[src/rtl/count_display_driver.sv]
// Binary-to-BCD converter (sequential double-dabble) feeding a 3-digit
// multiplexed common-anode seven-segment display driver.
module count_display_driver #(
    parameter int REFRESH_DIV = 100000,
    parameter bit BLANK_ZEROS = 1'b1
) (
    input  logic        CLK,
    input  logic        Reset,
    input  logic [7:0]  Value,
    output logic [11:0] BCD,
    output logic        Busy,
    output logic [6:0]  Seg,
    output logic [3:0]  An,
    output logic [1:0]  State
);

    typedef enum logic [1:0] {
        IDLE  = 2'd0,
        SHIFT = 2'd1,
        LATCH = 2'd2
    } state_t;

    localparam int CW = (REFRESH_DIV > 2) ? $clog2(REFRESH_DIV) : 1;
    localparam logic [CW-1:0] REF_MAX = CW'(REFRESH_DIV - 1);

    state_t          r_state;
    state_t          w_next;
    logic            r_force;
    logic [7:0]      r_last;
    logic [7:0]      r_cap;
    logic [7:0]      r_shreg;
    logic [11:0]     r_scratch;
    logic [2:0]      r_bitcnt;
    logic [11:0]     r_bcd;
    logic            r_busy;
    logic [CW-1:0]   r_refresh;
    logic [1:0]      r_idx;
    logic [3:0]      r_an;
    logic [6:0]      r_seg;
    logic            w_start;
    logic [11:0]     w_adj;
    logic [3:0]      w_digit;
    logic            w_blank;
    logic [6:0]      w_glyph;
    logic [3:0]      w_an;
    logic            w_wrap;

    assign w_start = (r_state == IDLE) && (r_force || (Value != r_last));

    always_ff @(posedge CLK or negedge Reset) begin
        if (!Reset) r_state <= IDLE;
        else        r_state <= w_next;
    end

    always_comb begin
        w_next = r_state;
        case (r_state)
            IDLE:    if (w_start) w_next = SHIFT;
            SHIFT:   if (r_bitcnt == 3'd7) w_next = LATCH;
            LATCH:   w_next = IDLE;
            default: w_next = IDLE;
        endcase
    end

    // Add-3 correction applied before each shift so every nibble stays a valid BCD digit.
    always_comb begin
        w_adj = r_scratch;
        for (int i = 0; i < 3; i++) begin
            if (r_scratch[i*4 +: 4] >= 4'd5) w_adj[i*4 +: 4] = r_scratch[i*4 +: 4] + 4'd3;
        end
    end

    always_ff @(posedge CLK or negedge Reset) begin
        if (!Reset) begin
            r_force   <= 1'b1;
            r_last    <= 8'h00;
            r_cap     <= 8'h00;
            r_shreg   <= 8'h00;
            r_scratch <= 12'h000;
            r_bitcnt  <= 3'd0;
            r_bcd     <= 12'h000;
            r_busy    <= 1'b0;
        end else begin
            case (r_state)
                IDLE: begin
                    if (w_start) begin
                        r_cap     <= Value;
                        r_shreg   <= Value;
                        r_scratch <= 12'h000;
                        r_bitcnt  <= 3'd0;
                        r_busy    <= 1'b1;
                        r_force   <= 1'b0;
                    end
                end
                SHIFT: begin
                    r_scratch <= {w_adj[10:0], r_shreg[7]};
                    r_shreg   <= {r_shreg[6:0], 1'b0};
                    r_bitcnt  <= r_bitcnt + 3'd1;
                end
                LATCH: begin
                    r_bcd  <= r_scratch;
                    r_last <= r_cap;
                    r_busy <= 1'b0;
                end
                default: ;
            endcase
        end
    end

    assign w_wrap = (r_refresh == REF_MAX);

    always_ff @(posedge CLK or negedge Reset) begin
        if (!Reset) begin
            r_refresh <= '0;
            r_idx     <= 2'd0;
        end else if (w_wrap) begin
            r_refresh <= '0;
            r_idx     <= (r_idx == 2'd2) ? 2'd0 : r_idx + 2'd1;
        end else begin
            r_refresh <= r_refresh + 1'b1;
        end
    end

    always_comb begin
        w_digit = r_bcd[3:0];
        w_blank = 1'b0;
        w_an    = 4'b1110;
        case (r_idx)
            2'd1: begin
                w_digit = r_bcd[7:4];
                w_blank = BLANK_ZEROS && (r_bcd[11:8] == 4'd0) && (r_bcd[7:4] == 4'd0);
                w_an    = 4'b1101;
            end
            2'd2: begin
                w_digit = r_bcd[11:8];
                w_blank = BLANK_ZEROS && (r_bcd[11:8] == 4'd0);
                w_an    = 4'b1011;
            end
            default: ;
        endcase
    end

    always_comb begin
        w_glyph = 7'b1111111;
        case (w_digit)
            4'd0: w_glyph = 7'b1000000;
            4'd1: w_glyph = 7'b1111001;
            4'd2: w_glyph = 7'b0100100;
            4'd3: w_glyph = 7'b0110000;
            4'd4: w_glyph = 7'b0011001;
            4'd5: w_glyph = 7'b0010010;
            4'd6: w_glyph = 7'b0000010;
            4'd7: w_glyph = 7'b1111000;
            4'd8: w_glyph = 7'b0000000;
            4'd9: w_glyph = 7'b0010000;
            default: w_glyph = 7'b1111111;
        endcase
        if (w_blank) w_glyph = 7'b1111111;
    end

    // Anode and segment registers load together so a digit never shows its neighbour's glyph.
    always_ff @(posedge CLK or negedge Reset) begin
        if (!Reset) begin
            r_an  <= 4'b1110;
            r_seg <= 7'b1000000;
        end else begin
            r_an  <= w_an;
            r_seg <= w_glyph;
        end
    end

    assign BCD   = r_bcd;
    assign Busy  = r_busy;
    assign Seg   = r_seg;
    assign An    = r_an;
    assign State = r_state;

endmodule

[config.mk]
export PLATFORM = sky130hd
export DESIGN_NAME = count_display_driver
export DESIGN_NICKNAME = d
export VERILOG_FILES = /design/src/rtl/count_display_driver.sv
export SDC_FILE = /design/constraint.sdc
export NUM_CORES = 1
export LEC_CHECK = 0
export ABC_AREA = 1
export CELL_PAD_IN_SITES_DETAIL_PLACEMENT = 0
export CELL_PAD_IN_SITES_GLOBAL_PLACEMENT = 1
export CORE_ASPECT_RATIO = 0.75
export CORE_UTILIZATION = 30
export DETAILED_ROUTE_END_ITERATION = 8
export GPL_ROUTABILITY_DRIVEN = 0
export GPL_TIMING_DRIVEN = 1
export PLACE_DENSITY = 0.59
export SKIP_CTS_REPAIR_TIMING = 1
export SLEW_MARGIN = 20
export SYNTH_ARGS = -nofsm -noshare
export SYNTH_HDL_FRONTEND = slang
export SYNTH_SLANG_ARGS = --single-unit
export TNS_END_PERCENT = 100
[constraint.sdc]
create_clock -name CLK -period 2.6 [get_ports CLK]
set_clock_uncertainty 0.05 [all_clocks]
set_input_delay 0.52 -clock CLK [delete_from_list [all_inputs] [get_ports CLK]]
set_output_delay 0.52 -clock CLK [all_outputs]
set_load 0.01 [all_outputs]
==> key figures, run 1 <==
Status
  • Status: finished with violations
  • Failing checks: DRC

Clocking
  • Clock root buffer: clkbuf_16
  • Clock sink total: 84
  • Clock transition at path regs: 60 ps
  • CTS buffer count: 9
  • Max Buffers Root-to-Sink: 2
  • Worst skew pair latency: 340 ps
  • H-tree depth: 3
  • CTS tree: done

Route
  • Routed len/inst: 12.3 µm
  • Detailed-route vias per instance: 4.48
  • Initial DRC count: 273
  • Total number of vias: 3261
  • Routed wire length: 8.94 mm
  • Antenna viol nets, final: 0
  • DRT Pass-1 Iters: 6
  • # DRC: 6

Synth
  • Ys async rst share: 100%
  • Main synth FF type: dfrtp_1
  • Register area share after synthesis: 50.2%
  • Distinct cells, synth: 34
  • Synth cell count leaders: 144 x nand2_1, 80 x dfrtp_1, 67 x inv_1, 54 x o21ai_0, 41 x nand3_1
  • Net Count, Synth: 538
  • Synth top area share: 47.7%
  • EDFF count, synth: 0
  • Synth Instances: 512
  • Synth warn: 0
  • Synthesized flop and latch total: 84
  • Synthesized cell area: 4200 µm²
  • Synth Area per Inst: 8.19 µm²
  • Most common cell in the synthesized netlist: nand2_1
  • Cell taking the most area after synthesis: dfrtp_1
  • Area contributors post-synth: dfrtp_1 48%, nand2_1 13%, o21ai_0 6.4%

Final layout
  • Final net count: 574
  • ANT cells: 0
  • Area Growth Syn to Fin: 20.5%
  • Layout cells sized above 1: 9.22%
  • Post-Route Utilization: 36.9%
  • Post-Layout Cell Count: 728

Floorplan
  • Row count: 37
  • Die width: 139 µm
  • I/O pin cnt: 36
  • Die area: 14500 µm²
  • Initial Util: 30.6%
  • Core Box Area: 13700 µm²
  • Die Span Y: 104 µm

Flow run
  • Max Cap Viol: 0

Timing
  • Slew Viols, Final: 0
  • Tmin final: 2130 ps
  • Post-route clock period utilization: 81.8%
  • Slew headroom: 55.8%
  • Post-Route Setup TNS: 0 ps
  • FMAX: 0.470 GHz
  • RSZ-0062 raised after global routing: false
  • Final setup violation count: 0
  • Measured slew at the worst slew-check pin: 663 ps
  • Hold Vio Cnt, Final: 0

GRT
  • Largest net degree at the start of global routing: 39
  • Total GRT Usage: 13.8%
  • First-pass GRT wire length: 15.8 mm
  • GRT Residual Overflow: 0
  • Initial antenna violation count: 0
  • Vias in the first global route: 3140

Placement
  • Hpwl dp: 6.44 mm
  • # placed instances: 712
  • Port Buffer Count: 34

Power and ir drop
  • Sequential share of power: 38.4%
  • Total power: 5.38 mW
  • Clk pwr share: 26.0%
  • Comb power frac: 35.7%
  • Sw Share: 36.9%
  • Int Pwr: 3.39 mW
  • Power Density: 1060 nW/µm²
  • Peak VDD IR: 0.000356 V
  • Static Leak: 2.49 nW
  • P_sw: 1.99 mW

Setup path
  • Critical path capture point type: flop
  • Startpoint class of the critical path: flop
  • Setup CP Type: reg2reg
  • Maximum fanout along the worst path: 8
  • Reg2reg setup slack: 470 ps
  • CP Data Required Time: 2770 ps
  • Critical Path AT: 2300 ps

Min path
  • Worst hold path type: in2async
[per-stage QoR]
stage	hold slack [ps]	setup WS, ps	instance area [µm²]
final	107	474	5060
after global routing	147	250	5060
after CTS	131	457	5060
after detailed placement	403	370	4730
after global placement	399	382	4730
after floorplan	174	712	4200
[final timing paths]
kind,from,end,cells after the start
hold reg to reg,r_refresh[0],r_refresh[0],1
max in group asynchronous,Reset,An[1],2
setup / recovery,r_idx[0],Seg[5],9
min in group CLK,r_refresh[0],r_refresh[0],1
hold / removal,Reset,Seg[2],1
setup reg to reg,r_idx[0],Seg[5],9
[cell usage in the layout, fill, tap and decap left out]
cell             netlist  layout
nand2_1              144     144
dfrtp_1               80      80
inv_1                 67      67
o21ai_0               54      54
nand3_1               41      41
clkdlybuf4s50_1        0      33
nor2_1                25      25
ha_1                  16      16
a21oi_1               13      13
clkbuf_16              0       9
xor2_1                 8       8
inv_2                  7       7
nor3_1                 6       6
nand4_1                5       5
o21ai_1                5       5
nand3_2                5       5
dfstp_2                4       4
nor2_2                 4       4
buf_4                  1       4
a21boi_2               2       2
nand2_2                2       2
inv_6                  0       2
bufinv_16              0       2
buf_12                 0       2
nor3_2                 1       1
o21a_1                 1       1
o211ai_1               1       1
nor2_4                 1       1
nand3_4                1       1
nand2_4                1       1
a21boi_0               1       1
clkinv_1               1       1
or2_2                  1       1
conb_1                 1       1
clkinvlp_4             0       1
clkinv_4               0       1
clkinv_2               0       1
[power groups by stage]
| stage | Sequential, mW | Combinational [mW] | Clock, mW |
|---|---|---|---|
| floorplan | 2.06 | 1.28 | 0 |
| global placement | 2.08 | 1.92 | 0 |
| detailed placement | 2.09 | 1.95 | 0 |
| CTS | 2.07 | 1.96 | 1.44 |
| global route | 2.12 | 2.23 | 1.49 |
| finish | 2.06 | 1.92 | 1.40 |
[registers in the layout (all words and copies together), names as in the netlist, 3 cells and up]
register   flops
r_scratch     12
r_cap          8
r_refresh     17
BCD           12
An             3
r_shreg        8
r_last         8
Seg            7
r_bitcnt       3
[critical path, stage by stage, from the launching register on]
cell	delay, ps
dfrtp_1	380
inv_1	90
ha_1	470
inv_2	90
nand2_1	60
a21boi_2	240
inv_1	120
ha_1	200
o21ai_0	230
o21ai_1	90
[logic make-up after synthesis]
| group | after synthesis | share of synthesized area, % |
|---|---|---|
| other | 1 | 0.0894 |
| flip-flops | 84 | 50.2 |
| adder cells (fa/ha/maj) | 16 | 4.77 |
| XOR/XNOR | 8 | 1.67 |
| buffers and inverters | 89 | 8.68 |
| AND/OR/NAND/NOR | 237 | 24.9 |
| AO/OA/AOI/OAI | 77 | 9.66 |
[routing by layer]
metal / GRT usage (%) / up-vias / routed length (µm)
li1: - / 1696 / -
met1: 19.7 / 1512 / 4780
met2: 20.3 / 43 / 3730
met3: 3.64 / 10 / 301
met4: 4.49 / 0 / 121
met5: 0 / - / 0
[layout make-up]
cell class,instances,area (µm²)
Clock buffer,9,225
Clock inverter,7,98.8
Fill cell,1408,8650
Inverter,75,282
Multi-Input combinational cell,339,1720
Sequential cell,84,2110
Tap cell,175,219
Timing Repair Buffer,39,400
(Power assumes the default switching activity.)
==> inputs of run 2 (changes only) <==
--- a/config.mk
+++ b/config.mk
@@ -13,7 +13,7 @@
 export DETAILED_ROUTE_END_ITERATION = 8
 export GPL_ROUTABILITY_DRIVEN = 0
 export GPL_TIMING_DRIVEN = 1
-export PLACE_DENSITY = 0.59
+export PLACE_DENSITY = 0.62
 export SKIP_CTS_REPAIR_TIMING = 1
 export SLEW_MARGIN = 20
 export SYNTH_ARGS = -nofsm -noshare
==> constraint.sdc (replaced) <==
create_clock -name CLK -period 1.8 [get_ports CLK]
set_clock_uncertainty 0.05 [all_clocks]
set_input_delay 0.36 -clock CLK [delete_from_list [all_inputs] [get_ports CLK]]
set_output_delay 0.36 -clock CLK [all_outputs]
set_load 0.01 [all_outputs]
==> run 2 against run 1 <==
Net effect:
- the run still ends with DRC left
- clock power increased by 36%
- critical path depth increased by 2
- clock-buffer cell count increased by 4
- sequential share of layout area decreased by 2.6 points
- worst setup slack got worse by 450 ps
- die area unchanged
- combinational power increased by 62%
- register-to-register slack got worse by 450 ps
- largest cell class unchanged
==> key figures, run 2 (same netlist as run 1, synthesis figures left out) <==
Status
  • Status: finished with violations
  • Failing checks: DRC

Route
  • Antenna viol nets, final: 0 (unchanged)
  • # DRC: 8 (+2)
  • DRT Pass-1 Iters: 6 (unchanged)
  • Routed len/inst: 12.0 µm (-2.6%)
  • Initial DRC count: 224 (-18%)
  • Routed wire length: 9.11 mm (+1.9%)
  • Detailed-route vias per instance: 4.45 (-0.74%)
  • Total number of vias: 3388 (+3.9%)

Clocking
  • Worst skew pair latency: 330 ps (about the same)
  • CTS tree: done
  • Clock sink total: 84 (unchanged)
  • H-tree depth: 3 (unchanged)
  • Max Buffers Root-to-Sink: 2 (unchanged)
  • Clock transition at path regs: 60 ps (about the same)
  • Clock root buffer: clkbuf_16
  • CTS buffer count: 9 (unchanged)

Setup path
  • CP peak stage delay: 380 ps (-90 ps)
  • Most used cell, CP: nand2_1
  • Critical path capture point type: flop
  • CP Data Required Time: 1970 ps (-800 ps)
  • Startpoint class of the critical path: flop
  • Critical-path cell list: inv_2 > ha_4 > inv_4 > nand2_1 > a21boi_4 > inv_2 > ha_4 > nand2_1 > o21ai_1 > nand2_1 > nand2_1
  • Slowest cell on crit path: dfrtp_1
  • Critical Path AT: 1950 ps (-350 ps)
  • Crit. Startpoint: r_idx[0]
  • Setup CP Type: reg2reg
  • Reg2reg setup slack: 20 ps (-450 ps)
  • Maximum fanout along the worst path: 5 (-3)
  • Worst r2r src: r_idx[0]

Final layout
  • Reg area: 2110 µm² (unchanged)
  • Area of the multi-input gates: 1790 µm² (+3.8%)
  • Post-Layout Cell Count: 762 (+4.7%)
  • Area Growth Syn to Fin: 28.4%
  • Layout cells sized above 1: 16.2% (+7.0 points)
  • Largest register by flop count: r_refresh
  • Post-Route Utilization: 39.3% (+2.4 points)
  • Design Area, Final: 5390 µm² (+6.6%)
  • Filler cell count: 1384 (-1.7%)
  • Final net count: 608 (+5.9%)
  • Most frequent cells in the layout: 141 x nand2_1, 80 x dfrtp_1, 63 x inv_1
  • Commonest non-fill, non-tap cell in the layout: nand2_1
  • ANT cells: 0 (unchanged)
  • Largest register FFs: 17 (unchanged)

Power and ir drop
  • Power Density: 1480 nW/µm² (+39%)
  • Static Leak: 2.66 nW (+7.0%)
  • Peak VDD IR: 0.000466 V (+31%)

Timing
  • RSZ-0062 raised after global routing: true
  • Slew Viols, Final: 0 (unchanged)
  • Tmin final: 1780 ps (-351 ps)
  • Worst hold margin: 414 ps (+306 ps)
  • Hold Vio Cnt, Final: 0 (unchanged)
  • Post-route clock period utilization: 98.6% (+17 points)
  • FMAX: 0.563 GHz (+20%)
  • Final setup violation count: 0 (unchanged)
  • Measured slew at the worst slew-check pin: 670 ps (+7.44 ps)
  • Slew headroom: 55.3% (-0.50 points)

Placement
  • # placed instances: 743 (+4.4%)
  • Port Buffer Count: 34 (unchanged)
  • Hpwl dp: 6.66 mm (+3.5%)
  • Post-DP Area: 4990 µm² (+5.4%)

GRT
  • Total GRT Usage: 13.4% (-0.39 points)
  • First-pass GRT wire length: 15.5 mm (-2.3%)
  • Initial antenna violation count: 0 (unchanged)
  • GRT Residual Overflow: 0 (unchanged)
  • Vias in the first global route: 3165 (+0.80%)
  • Largest net degree at the start of global routing: 39 (unchanged)

Floorplan
  • I/O pin cnt: 36 (unchanged)
  • Die Span Y: 104 µm (unchanged)
  • Die width: 139 µm (unchanged)
  • Die area: 14500 µm² (unchanged)
  • Core Box Area: 13700 µm² (unchanged)
  • Initial Util: 30.6% (unchanged)
  • Row count: 37 (unchanged)

Min path
  • Hold Path Origin: r_refresh[0]
  • Worst hold path type: reg2reg

Flow run
  • Max Cap Viol: 0 (unchanged)
==> run 2: through the flow <==
step / setup TNS (ps) / power, mW / worst slack, ps
3_5_place_dp: -2100 / 6.08 / -84.4
3_3_place_gp: -693 / 6.03 / -33.5
6_report: 0 / 7.99 / 24.6
4_1_cts: -272 / 8.02 / -85.4
2_1_floorplan: 0 / 4.83 / 17.7
5_1_grt: -300 / 8.65 / -55.5
==> run 2: critical path: cells and delay by family (launching register included) <==
| family | cells | cell delay, ps |
|---|---|---|
| fa+ha+maj | 2 | 560 |
| flops | 1 | 380 |
| buf+inv | 3 | 190 |
| simple gates | 4 | 230 |
| compound gates | 2 | 250 |
==> run 2: per-layer routing <==
| metal | part of all wire, % | global-route usage [%] | vias to the layer above | routed length [µm] |
|---|---|---|---|---|
| li1 | - | - | 1759 | - |
| met1 | 52 | 18.8 | 1581 | 4770 |
| met2 | 44 | 20.6 | 44 | 4030 |
| met3 | 2.8 | 3.08 | 4 | 253 |
| met4 | 0.61 | 3.85 | 0 | 56 |
| met5 | 0 | 0 | - | 0 |
==> run 2: layout make-up <==
class	instances	area share (%)
Timing Repair Buffer	73	12.7
Sequential cell	84	39.1
Multi-Input combinational cell	339	33.2
Clock inverter	3	0.836
Tap cell	175	4.06
Inverter	75	5.27
Clock buffer	13	4.83
==> run 2: power breakdown <==
part           internal (mW)  leakage (nW)  switching (mW)
logic                   1.44          1.47            1.66
clock network           1.15         0.142           0.746
registers               2.51          1.05           0.473
total                   5.10          2.66            2.88
==> run 2: worst paths after layout <==
kind	to	cells past startpoint
hold reg to reg	r_refresh[0]	1
setup / recovery	Seg[3]	11
setup reg to reg	Seg[3]	11
max in group asynchronous	Seg[6]	3
min in group asynchronous	r_last[4]	2
hold / removal	r_refresh[0]	1
==> inputs of run 3 (changes only) <==
--- a/config.mk
+++ b/config.mk
@@ -13,7 +13,7 @@
 export DETAILED_ROUTE_END_ITERATION = 8
 export GPL_ROUTABILITY_DRIVEN = 0
 export GPL_TIMING_DRIVEN = 1
-export PLACE_DENSITY = 0.62
+export PLACE_DENSITY = 0.59
 export SKIP_CTS_REPAIR_TIMING = 1
 export SLEW_MARGIN = 20
 export SYNTH_ARGS = -nofsm -noshare
==> constraint.sdc (replaced) <==
create_clock -name CLK -period 1.9 [get_ports CLK]
set_clock_uncertainty 0.05 [all_clocks]
set_input_delay 0.38 -clock CLK [delete_from_list [all_inputs] [get_ports CLK]]
set_output_delay 0.38 -clock CLK [all_outputs]
set_load 0.01 [all_outputs]
==> run 3 against run 2 <==
Net effect:
- the run still ends with DRC left
- clock power barely moved
- total power is 6.3% lower
- via count down 1.6%
- combinational power shrank 11%
- clock-buffer cell count down 4
- critical endpoint is now An[1]
- largest power group is now sequential cells
==> key figures, run 3 (same netlist as run 1, synthesis figures left out) <==
Floorplan
  • Core Box Area: 13700 µm² (unchanged)
  • Row count: 37 (unchanged)
  • Die area: 14500 µm² (unchanged)
  • Die Span Y: 104 µm (unchanged)
  • Initial Util: 30.6% (unchanged)
  • Die width: 139 µm (unchanged)
  • I/O pin cnt: 36 (unchanged)

Placement
  • Port Buffer Count: 34 (unchanged)
  • Hpwl dp: 6.82 mm (+2.4%)
  • Post-place setup slack: -24.6 ps (+59.8 ps)

Setup path
  • Critical-path cell list: clkdlybuf4s50_1
  • Reg2reg setup slack: 110 ps (+90 ps)
  • Worst r2r src: r_idx[0]
  • Slowest cell on crit path: dfstp_2
  • Top delay family on crit path: flip-flops
  • Reg2Reg Depth: 10 (-1)
  • Setup CP Type: reg2out
  • R2r endpoint: Seg[3]
  • CP Data Required Time: 1470 ps (-500 ps)
  • CP peak stage delay: 520 ps (+140 ps)
  • Maximum fanout along the worst path: 1 (-4)
  • Critical path capture point type: output port
  • Critical Path AT: 1370 ps (-580 ps)
  • Startpoint class of the critical path: flop
  • CP bufs+invs: 1 (-2)

Timing
  • FMAX: 0.555 GHz
  • Slew Viols, Final: 0 (unchanged)
  • Slew headroom: 66.0% (+11 points)
  • Tmin final: 1800 ps
  • RSZ-0062 raised after global routing: false
  • Final setup violation count: 0 (unchanged)
  • Measured slew at the worst slew-check pin: 507 ps (-163 ps)
  • Setup ws final: 99.2 ps (+74.6 ps)
  • Hold Vio Cnt, Final: 0 (unchanged)
  • Post-route clock period utilization: 94.8%

Clocking
  • H-tree depth: 3 (unchanged)
  • Worst skew pair latency: 340 ps (about the same)
  • CTS tree: done
  • CTS buffer count: 9 (unchanged)
  • Clock transition at path regs: 70 ps (about the same)
  • Clock sink total: 84 (unchanged)
  • Max Buffers Root-to-Sink: 2 (unchanged)
  • Clock root buffer: clkbuf_16

Min path
  • Hold Path Origin: r_refresh[0]
  • WHS Path Cells: 1 (unchanged)
  • Worst hold path type: reg2reg
  • WHS Endpoint: r_refresh[0]

Status
  • Failing checks: DRC
  • Status: finished with violations

GRT
  • Total GRT Usage: 14.1% (+0.70 points)
  • Met1 usage: 20.6% (+1.8 points)
  • Busiest layer in global routing: met2
  • Met2 Track Usage GR: 21.0% (+0.36 points)
  • Met3 usage: 3.13% (+0.046 points)
  • First-pass GRT wire length: 16.4 mm (+6.2%)
  • Largest net degree at the start of global routing: 40 (+2.6%)
  • Vias in the first global route: 3229 (+2.0%)
  • Initial antenna violation count: 0 (unchanged)
  • GRT Residual Overflow: 0 (unchanged)

Final layout
  • Largest register FFs: 17 (unchanged)
  • Area Growth Syn to Fin: 25.3%
  • Commonest non-fill, non-tap cell in the layout: nand2_1
  • Post-Route Utilization: 38.4% (-0.96 points)
  • Final net count: 595 (-2.1%)
  • Filler cell count: 1400 (+1.2%)
  • Layout cells sized above 1: 13.2% (-2.9 points)
  • Largest register by flop count: r_refresh
  • Reg area: 2110 µm² (unchanged)
  • ANT cells: 0 (unchanged)
  • Area of the multi-input gates: 1750 µm² (-2.2%)
  • Most frequent cells in the layout: 143 x nand2_1, 80 x dfrtp_1, 65 x inv_1

Route
  • Antenna viol nets, final: 0 (unchanged)
  • Routed len/inst: 12.3 µm (+3.1%)
  • Total number of vias: 3334 (-1.6%)
  • Detailed-route vias per instance: 4.45 (+0.11%)
  • Initial DRC count: 166 (-26%)
  • # DRC: 6 (-2)
  • Routed wire length: 9.23 mm (+1.4%)
  • DRT Pass-1 Iters: 6 (unchanged)

Power and ir drop
  • Peak VDD IR: 0.000463 V (-0.79%)
  • Power Density: 1420 nW/µm² (-4.0%)
  • Static Leak: 2.60 nW (-2.5%)

Flow run
  • Max Cap Viol: 0 (unchanged)
-- run 3: routing by layer --
layer | vias to the layer above | part of all wire, %
met2 | 39 | 42
met4 | 0 | 0.71
li1 | 1729 | -
met1 | 1559 | 55
met5 | - | 0
met3 | 7 | 2.6
-- run 3: per-stage QoR --
| stage | setup TNS (ps) | hold WS (ps) | power [mW] | std cells | cell area, µm² |
|---|---|---|---|---|---|
| after global routing | 0 | 449 | 8.17 | 749 | 5260 |
| after detailed placement | -268 | 309 | 5.66 | 732 | 4890 |
| final | 0 | 419 | 7.48 | 749 | 5260 |
| after global placement | -263 | 308 | 5.60 | 732 | 4890 |
| after CTS | -18.0 | -52.6 | 7.61 | 748 | 5220 |
| after floorplan | 0 | 34.4 | 4.57 | 512 | 4200 |
-- run 3: worst max path at each step --
stage	start	end	slack [ps]	cells past startpoint
finish	An[1]	An[1]	100	1
CTS	r_idx[0]	Seg[5]	-20	8
global route	r_idx[0]	Seg[3]	3	10
detailed placement	Value[3]	r_cap[7]	-20	11
floorplan	r_idx[0]	Seg[3]	10	11
global placement	Value[3]	r_shreg[2]	-20	12
-- run 3: report_power, final --
group | total (mW) | internal (mW) | switching (mW)
registers | 2.82 | 2.38 | 0.439
logic | 2.76 | 1.22 | 1.54
clock network | 1.90 | 1.16 | 0.740
total | 7.48 | 4.76 | 2.72
-- run 3: cell type report --
cell class              count  share of cell area, %
well taps                 175                   4.17
flip-flops and latches     84                   40.1
repair buffers             60                   10.9
inverters                  75                   5.36
clock inverters             7                   1.88
multi-input cells         339                   33.3
clock buffers               9                   4.28
